File: config.mk
export PLATFORM = sky130hd
export DESIGN_NAME = sfp_link_supervisor
export DESIGN_NICKNAME = d
export VERILOG_FILES = /design/src/rtl/sfp_sup_pkg.sv /design/src/rtl/sfp_link_chan.sv /design/src/rtl/sfp_link_supervisor.sv
export SDC_FILE = /design/constraint.sdc
export NUM_CORES = 1
export LEC_CHECK = 0
export CAP_MARGIN = 30
export CORE_ASPECT_RATIO = 1.1
export CORE_MARGIN = 2
export CORE_UTILIZATION = 40
export DETAILED_ROUTE_END_ITERATION = 10
export HOLD_SLACK_MARGIN = 0.08
export PLACE_DENSITY_LB_ADDON = 0.25
export SLEW_MARGIN = 10
export SYNTH_ARGS = -nofsm -noshare
export SYNTH_HDL_FRONTEND = slang
export SYNTH_HIERARCHICAL = 1
export SYNTH_SLANG_ARGS = --single-unit
File: constraint.sdc
create_clock -name sysclk_100m -period 7.3 [get_ports sysclk_100m]
set_input_delay 1.46 -clock sysclk_100m [delete_from_list [all_inputs] [get_ports sysclk_100m]]
set_output_delay 1.46 -clock sysclk_100m [all_outputs]
set_load 0.01 [all_outputs]
File: src/rtl/sfp_sup_pkg.sv
// Shared types and helpers for the SFP link supervisor: link state encoding,
// timer width helper and LED pattern constants.
package sfp_sup_pkg;

  typedef enum logic [1:0] {DOWN, QUAL, UP, RST} link_state_t;

  localparam logic LED_OFF = 1'b0;
  localparam logic LED_ON  = 1'b1;

  // Width needed to count up to max(a,b,c)-1, never less than one bit.
  function automatic int clog2max(input int a, input int b, input int c);
    int m;
    m = a;
    m = (b > m) ? b : m;
    m = (c > m) ? c : m;
    return (m > 1) ? $clog2(m) : 1;
  endfunction

  function automatic logic led_for_state(input link_state_t st, input logic blink);
    logic led;
    case (st)
      UP:      led = LED_ON;
      QUAL:    led = blink;
      DOWN:    led = LED_OFF;
      RST:     led = LED_ON;
      default: led = LED_OFF;
    endcase
    return led;
  endfunction

endpackage

File: src/rtl/sfp_link_chan.sv
// One supervised SFP channel: link-status synchroniser, DOWN/QUAL/UP/RST FSM
// with a shared timer, and a saturating link-drop counter.
module sfp_link_chan
  import sfp_sup_pkg::*;
#(
  parameter int DEBOUNCE_CYCLES    = 1000000,
  parameter int RETRY_CYCLES       = 200000000,
  parameter int RESET_PULSE_CYCLES = 1000,
  parameter int DROP_CNT_W         = 16
) (
  input  logic                  clk,
  input  logic                  rst_n,
  input  logic                  link_raw,
  input  logic                  drop_clr,
  output logic                  link_ok,
  output logic                  ch_reset,
  output logic [DROP_CNT_W-1:0] drop_cnt,
  output link_state_t           state
);

  localparam int TIMER_W = clog2max(DEBOUNCE_CYCLES, RETRY_CYCLES, RESET_PULSE_CYCLES);
  localparam logic [TIMER_W-1:0] TIMER_ZERO = {TIMER_W{1'b0}};
  localparam logic [TIMER_W-1:0] TIMER_ONE  = TIMER_W'(1'b1);
  localparam logic [TIMER_W-1:0] DEB_LAST   = TIMER_W'(DEBOUNCE_CYCLES - 1);
  localparam logic [TIMER_W-1:0] RETRY_LAST = TIMER_W'(RETRY_CYCLES - 1);
  localparam logic [TIMER_W-1:0] PULSE_LAST = TIMER_W'(RESET_PULSE_CYCLES - 1);
  localparam logic [DROP_CNT_W-1:0] DROP_ZERO = {DROP_CNT_W{1'b0}};
  localparam logic [DROP_CNT_W-1:0] DROP_ONE  = DROP_CNT_W'(1'b1);
  localparam logic [DROP_CNT_W-1:0] DROP_MAX  = {DROP_CNT_W{1'b1}};

  logic [1:0]            sync_r;
  logic                  link_s;
  link_state_t           state_r, state_next_s;
  logic [TIMER_W-1:0]    timer_r, timer_next_s;
  logic                  drop_inc_s;
  logic                  link_ok_s, ch_reset_s;
  logic                  link_ok_r, ch_reset_r;
  logic [DROP_CNT_W-1:0] drop_cnt_r;

  // Two-flop synchroniser for the asynchronous PCS/PMA link status.
  always_ff @(posedge clk or negedge rst_n) begin
    if (!rst_n) begin
      sync_r <= 2'b00;
    end else begin
      sync_r <= {sync_r[0], link_raw};
    end
  end

  assign link_s = sync_r[1];

  // FSM state and timer register.
  always_ff @(posedge clk or negedge rst_n) begin
    if (!rst_n) begin
      state_r <= DOWN;
      timer_r <= TIMER_ZERO;
    end else begin
      state_r <= state_next_s;
      timer_r <= timer_next_s;
    end
  end

  // Next-state and timer logic; a rising link in DOWN beats the retry expiry.
  always_comb begin
    state_next_s = state_r;
    timer_next_s = timer_r + TIMER_ONE;
    drop_inc_s   = 1'b0;
    case (state_r)
      DOWN: begin
        if (link_s) begin
          state_next_s = QUAL;
          timer_next_s = TIMER_ZERO;
        end else if (timer_r == RETRY_LAST) begin
          state_next_s = RST;
          timer_next_s = TIMER_ZERO;
        end else begin
          state_next_s = DOWN;
        end
      end
      QUAL: begin
        if (!link_s) begin
          state_next_s = DOWN;
          timer_next_s = TIMER_ZERO;
        end else if (timer_r == DEB_LAST) begin
          state_next_s = UP;
          timer_next_s = TIMER_ZERO;
        end else begin
          state_next_s = QUAL;
        end
      end
      UP: begin
        timer_next_s = TIMER_ZERO;
        if (!link_s) begin
          state_next_s = DOWN;
          drop_inc_s   = 1'b1;
        end else begin
          state_next_s = UP;
        end
      end
      RST: begin
        if (timer_r == PULSE_LAST) begin
          state_next_s = DOWN;
          timer_next_s = TIMER_ZERO;
        end else begin
          state_next_s = RST;
        end
      end
      default: begin
        state_next_s = DOWN;
        timer_next_s = TIMER_ZERO;
      end
    endcase
  end

  // Output decode from the current state.
  always_comb begin
    link_ok_s  = 1'b0;
    ch_reset_s = 1'b0;
    case (state_r)
      UP:      link_ok_s  = 1'b1;
      RST:     ch_reset_s = 1'b1;
      DOWN:    link_ok_s  = 1'b0;
      QUAL:    link_ok_s  = 1'b0;
      default: link_ok_s  = 1'b0;
    endcase
  end

  // Registered status outputs.
  always_ff @(posedge clk or negedge rst_n) begin
    if (!rst_n) begin
      link_ok_r  <= 1'b0;
      ch_reset_r <= 1'b0;
    end else begin
      link_ok_r  <= link_ok_s;
      ch_reset_r <= ch_reset_s;
    end
  end

  // Saturating drop counter; a clear overrides a simultaneous drop.
  always_ff @(posedge clk or negedge rst_n) begin
    if (!rst_n) begin
      drop_cnt_r <= DROP_ZERO;
    end else if (drop_clr) begin
      drop_cnt_r <= DROP_ZERO;
    end else if (drop_inc_s && (drop_cnt_r != DROP_MAX)) begin
      drop_cnt_r <= drop_cnt_r + DROP_ONE;
    end else begin
      drop_cnt_r <= drop_cnt_r;
    end
  end

  assign link_ok  = link_ok_r;
  assign ch_reset = ch_reset_r;
  assign drop_cnt = drop_cnt_r;
  assign state    = state_r;

endmodule

File: src/rtl/sfp_link_supervisor.sv
// Multi-channel SFP link supervisor: per-channel link qualification and retry
// resets, plus a status LED bank with a shared blink/heartbeat timebase.
module sfp_link_supervisor
  import sfp_sup_pkg::*;
#(
  parameter int SFP_COUNT          = 2,
  parameter int LED_COUNT          = 4,
  parameter int DEBOUNCE_CYCLES    = 1000000,
  parameter int RETRY_CYCLES       = 200000000,
  parameter int RESET_PULSE_CYCLES = 1000,
  parameter int BLINK_CYCLES       = 25000000,
  parameter int DROP_CNT_W         = 16
) (
  input  logic                             sysclk_100m,
  input  logic                             sys_reset_n,
  input  logic [SFP_COUNT-1:0]             link_up_in,
  input  logic                             drop_clr_in,
  output logic [SFP_COUNT-1:0]             link_ok_out,
  output logic                             all_up_out,
  output logic [SFP_COUNT-1:0]             ch_reset_out,
  output logic [SFP_COUNT*DROP_CNT_W-1:0]  drop_cnt_out,
  output logic [LED_COUNT-1:0]             sleds
);

  // The top LED is always the heartbeat, so at most LED_COUNT-1 channels get one.
  localparam int LED_CH  = (SFP_COUNT < LED_COUNT - 1) ? SFP_COUNT : LED_COUNT - 1;
  localparam int BLINK_W = clog2max(BLINK_CYCLES, 1, 1);
  localparam logic [BLINK_W-1:0] BLINK_ZERO = {BLINK_W{1'b0}};
  localparam logic [BLINK_W-1:0] BLINK_ONE  = BLINK_W'(1'b1);
  localparam logic [BLINK_W-1:0] BLINK_LAST = BLINK_W'(BLINK_CYCLES - 1);

  link_state_t          chan_state_s [SFP_COUNT];
  logic [BLINK_W-1:0]   blink_cnt_r;
  logic                 toggle_r;
  logic                 all_up_r;
  logic [LED_COUNT-1:0] led_next_s;
  logic [LED_COUNT-1:0] sleds_r;

  for (genvar i = 0; i < SFP_COUNT; i++) begin : g_chan
    sfp_link_chan #(
      .DEBOUNCE_CYCLES    (DEBOUNCE_CYCLES),
      .RETRY_CYCLES       (RETRY_CYCLES),
      .RESET_PULSE_CYCLES (RESET_PULSE_CYCLES),
      .DROP_CNT_W         (DROP_CNT_W)
    ) u_chan (
      .clk      (sysclk_100m),
      .rst_n    (sys_reset_n),
      .link_raw (link_up_in[i]),
      .drop_clr (drop_clr_in),
      .link_ok  (link_ok_out[i]),
      .ch_reset (ch_reset_out[i]),
      .drop_cnt (drop_cnt_out[i*DROP_CNT_W +: DROP_CNT_W]),
      .state    (chan_state_s[i])
    );
  end

  // Free-running blink/heartbeat timebase.
  always_ff @(posedge sysclk_100m or negedge sys_reset_n) begin
    if (!sys_reset_n) begin
      blink_cnt_r <= BLINK_ZERO;
      toggle_r    <= 1'b0;
    end else if (blink_cnt_r == BLINK_LAST) begin
      blink_cnt_r <= BLINK_ZERO;
      toggle_r    <= ~toggle_r;
    end else begin
      blink_cnt_r <= blink_cnt_r + BLINK_ONE;
      toggle_r    <= toggle_r;
    end
  end

  // LED pattern per channel state, heartbeat on the top LED.
  always_comb begin
    led_next_s = {LED_COUNT{1'b0}};
    for (int i = 0; i < LED_CH; i++) begin
      led_next_s[i] = led_for_state(chan_state_s[i], toggle_r);
    end
    led_next_s[LED_COUNT-1] = toggle_r;
  end

  // Registered LED bank and aggregate link status.
  always_ff @(posedge sysclk_100m or negedge sys_reset_n) begin
    if (!sys_reset_n) begin
      sleds_r  <= {LED_COUNT{1'b0}};
      all_up_r <= 1'b0;
    end else begin
      sleds_r  <= led_next_s;
      all_up_r <= &link_ok_out;
    end
  end

  assign sleds      = sleds_r;
  assign all_up_out = all_up_r;

endmodule

==> results.toml <==
[outcome]
outcome = "finished clean"

[place]
routabilityCongestion = 0.808
placement.cell_area_um2 = 7190
dp_hpwl_um = 9490
placement.setup.worst_slack_ns = 4.28
io_buffers = 44
placed_cells_incl_taps = 905

[routing]
vias_per_cell = 5.41
drt_iter0_markers = 272
routedWlPerCell_um = 14.8
final_antenna_net_count = 0
final_routed_wirelength_um = 13900
drc_errors = 0
first_pass_iters = 5
num_vias = 5080

[grt]
grt_overflow_total = 0
first_pass_grt_wire_length_um = 24300
grt_usage_pct = 16.8
grt_pass1_vias = 5046
grt_max_degree = 70
grt_antenna_before_repair = 0

[logic_synthesis]
yosys.cell_count.top_type = "dfrtp_1"
synth_enable_flop_cells = 0
synth_top_family_by_area = "simple AND/OR/NAND/NOR gates"
ys_types = 50
syn_nets = 684
synth.area.mux_share_pct = 0.611
syn-mean-instance-area_um2 = 9.73
synth_largest_type_area_fraction_pct = 49.6
synth_ff_type = "dfrtp_1"
post_synth_inst_count = 674
synth_compound_area_share_pct = 4.71
fraction_of_the_mapped_netlist_area_in_adder_cells_pct = 0.954
synthTopCellsByArea = "dfrtp_1 (50%), xnor2_1 (8.0%), nor2_1 (6.0%), xor2_1 (4.1%), nand3_1 (3.1%)"
post_synth_arst_share_pct = 100
ys_seq_area_share_pct = 49.6
synth-seq-cells = 130
yosysWarnings = 6
synthesis.area_um2 = 6560
synth_simple_gate_area_share_pct = 28.9
synth_largest_area_cell = "dfrtp_1"
synthTopCellsByCount = "dfrtp_1 (130), nor2_1 (104), xnor2_1 (60)"
post_synth_xor_area_fraction_pct = 12.2

[cts]
clk-insertion-delay-late_ns = 0.41
clock_tree_from_tritoncts = "done"
hold_buffers = 0
cts.repair.resized = 0
cts_max_path_buffers = 2
clk_pin_slew_worst_paths_ns = 0.06
cts-buffers-inserted = 17
count_of_h_tree_levels_built_during_cts = 4
cts-root-buf = "clkbuf_16"
cts_sinks = 130
postCtsSetupBuffers = 0

[power_and_ir_drop]
leakage_nw = 3.12
maximum_vdd_drop_v = 0.000167
power.density_nw_per_um2 = 208

[sta]
slew-limit-headroom_pct = 37.9
fmax_ghz = 0.342
setup_viol = 0
hold_viol = 0
layout_min_cycle_time_ns = 2.92
finClkSkew_ns = 0.00876
postLayoutSetupSlackWorst_ns = 4.38
rsz0062_at_grt = "false"
final.setup.tns_ns = 0
slew_at_the_pin_closest_to_its_max_slew_limit_ns = 0.924
report.final.slew_viol_count = 0
finalCritPeriodShare_pct = 40.0

[setup_path]
arrival_ns = 1.46
critPathMaxFanout = 8
criticalPathCategory = "reg -> out"
timing.critical_path.required_ns = 5.84
worstSetupStartpointType = "register"
crit_path_cell_trace = "clkdlybuf4s50_1"
worst_setup_path_end_kind = "output port"
crit_slowest_cell = "clkdlybuf4s50_1"
worstPathBufferInverterCount = 1
cpLargestDelayFamily = "buffers and inverters"
critical_path.max_stage_delay_ns = 0.58

[die]
std_cell_rows = 49
chipHeight_um = 138
die_width_um = 126
placeableCoreArea_um2 = 16200
die_area_um2 = 17400
initial_core_util_pct = 40.5
io_pins = 46

[flow_run]
cap_violations = 0

[final_layout]
areaGrowthSynthToFinish_pct = 19.6
antenna_cells_inserted = 0
final_cell_area_um2 = 7840
nNetsFinal = 733
finalCoreUtilization_pct = 48.4
stdcell_count = 939
fillers = 1509
layout-drive-gt1-share_pct = 8.03

[hold_path]
min_path_type = "reg -> reg"
## power by group
group	total (mW)	switching [mW]	internal, mW
registers	0.733	0.00675	0.727
clock network	0.852	0.301	0.551
logic	0.0454	0.0308	0.0146
total	1.63	0.339	1.29
## routing by layer
layer	up-vias	part of all wire, %	routed length [µm]	global-route usage, %
li1	2469	-	-	-
met1	2498	46	6320	22.3
met2	94	49	6820	27.1
met3	19	3.6	503	3.68
met4	0	1.7	233	6.71
met5	-	0	0	0
## worst register-to-register path: stages, from the launching register on
cell and delay, ns:
dfrtp_1 0.43, or4b_1 0.58, or3_1 0.43, o311a_1 0.39
nor3_4 0.43, buf_6 0.25, nor2_1 0.09
## sequential cells by signal, indices dropped and copies added (netlist names)
| signal | count |
|---|---|
| toggle_r | 1 |
| g_chan.u_chan/link_ok | 2 |
| g_chan.u_chan/timer_r | 56 |
| blink_cnt_r | 25 |
| all_up_out | 1 |
| g_chan.u_chan/state | 4 |
| g_chan.u_chan/drop_cnt | 32 |
| g_chan.u_chan/sync_r | 4 |
| g_chan.u_chan/ch_reset | 2 |
| sleds | 3 |
## cell type report
| cell class | count | area [µm²] | area share [%] |
|---|---|---|---|
| Tap cell | 204 | 255 | 3.26 |
| Timing Repair Buffer | 54 | 564 | 7.20 |
| Clock inverter | 10 | 134 | 1.71 |
| Clock buffer | 21 | 460 | 5.87 |
| Inverter | 14 | 52.6 | 0.670 |
| Sequential cell | 130 | 3250 | 41.5 |
| Multi-Input combinational cell | 506 | 3120 | 39.8 |
## layout by cell type (no fill, tap or decap), types with 6 or more instances in the layout
cell type / synthesis / final
o21ai_0: 15 / 15
xor2_1: 31 / 31
nor2_1: 104 / 104
and3_1: 11 / 11
clkbuf_16: 0 / 17
and4_1: 6 / 6
buf_4: 3 / 7
nor3_1: 27 / 27
dfrtp_1: 130 / 130
nor4_1: 26 / 24
a21oi_1: 16 / 16
inv_1: 14 / 14
clkdlybuf4s50_1: 0 / 43
xnor2_1: 60 / 60
nand4_1: 32 / 32
or3_1: 17 / 17
nand2_1: 38 / 38
or2_2: 6 / 6
nor2b_1: 9 / 9
nand3_1: 40 / 40
or4_1: 6 / 6
## cell families after synthesis
group           after synthesis
compound gates               51
other cells                   1
buf+inv                      38
xor+xnor                     91
simple gates                354
mux                           4
fa+ha+maj                     5
flops                       130
## through the flow
| step | power (mW) | hold WS (ns) |
|---|---|---|
| after global placement | 0.785 | 0.338 |
| after floorplan | 0.768 | 0.331 |
| after detailed placement | 0.789 | 0.346 |
| after global routing | 1.69 | 0.382 |
| final | 1.63 | 0.362 |
| after CTS | 1.65 | 0.363 |
## path summary, 6_finish.rpt
kind / start / end / slack, ns / cells after the start
min in group asynchronous: sys_reset_n / g_chan[1].u_chan/drop_cnt[9] / 0.85 / 1
hold reg to reg: g_chan[0].u_chan/sync_r[0] / g_chan[0].u_chan/sync_r[1] / 0.36 / 0
setup reg to reg: g_chan[1].u_chan/timer_r[24] / g_chan[1].u_chan/timer_r[5] / 4.60 / 6
setup / recovery: g_chan[0].u_chan/drop_cnt[5] / drop_cnt_out[5] / 4.38 / 1
hold / removal: g_chan[0].u_chan/sync_r[0] / g_chan[0].u_chan/sync_r[1] / 0.36 / 0
max in group asynchronous: sys_reset_n / g_chan[1].u_chan/timer_r[27] / 5.48 / 2
No activity file was read; power rests on OpenSTA's default activity.
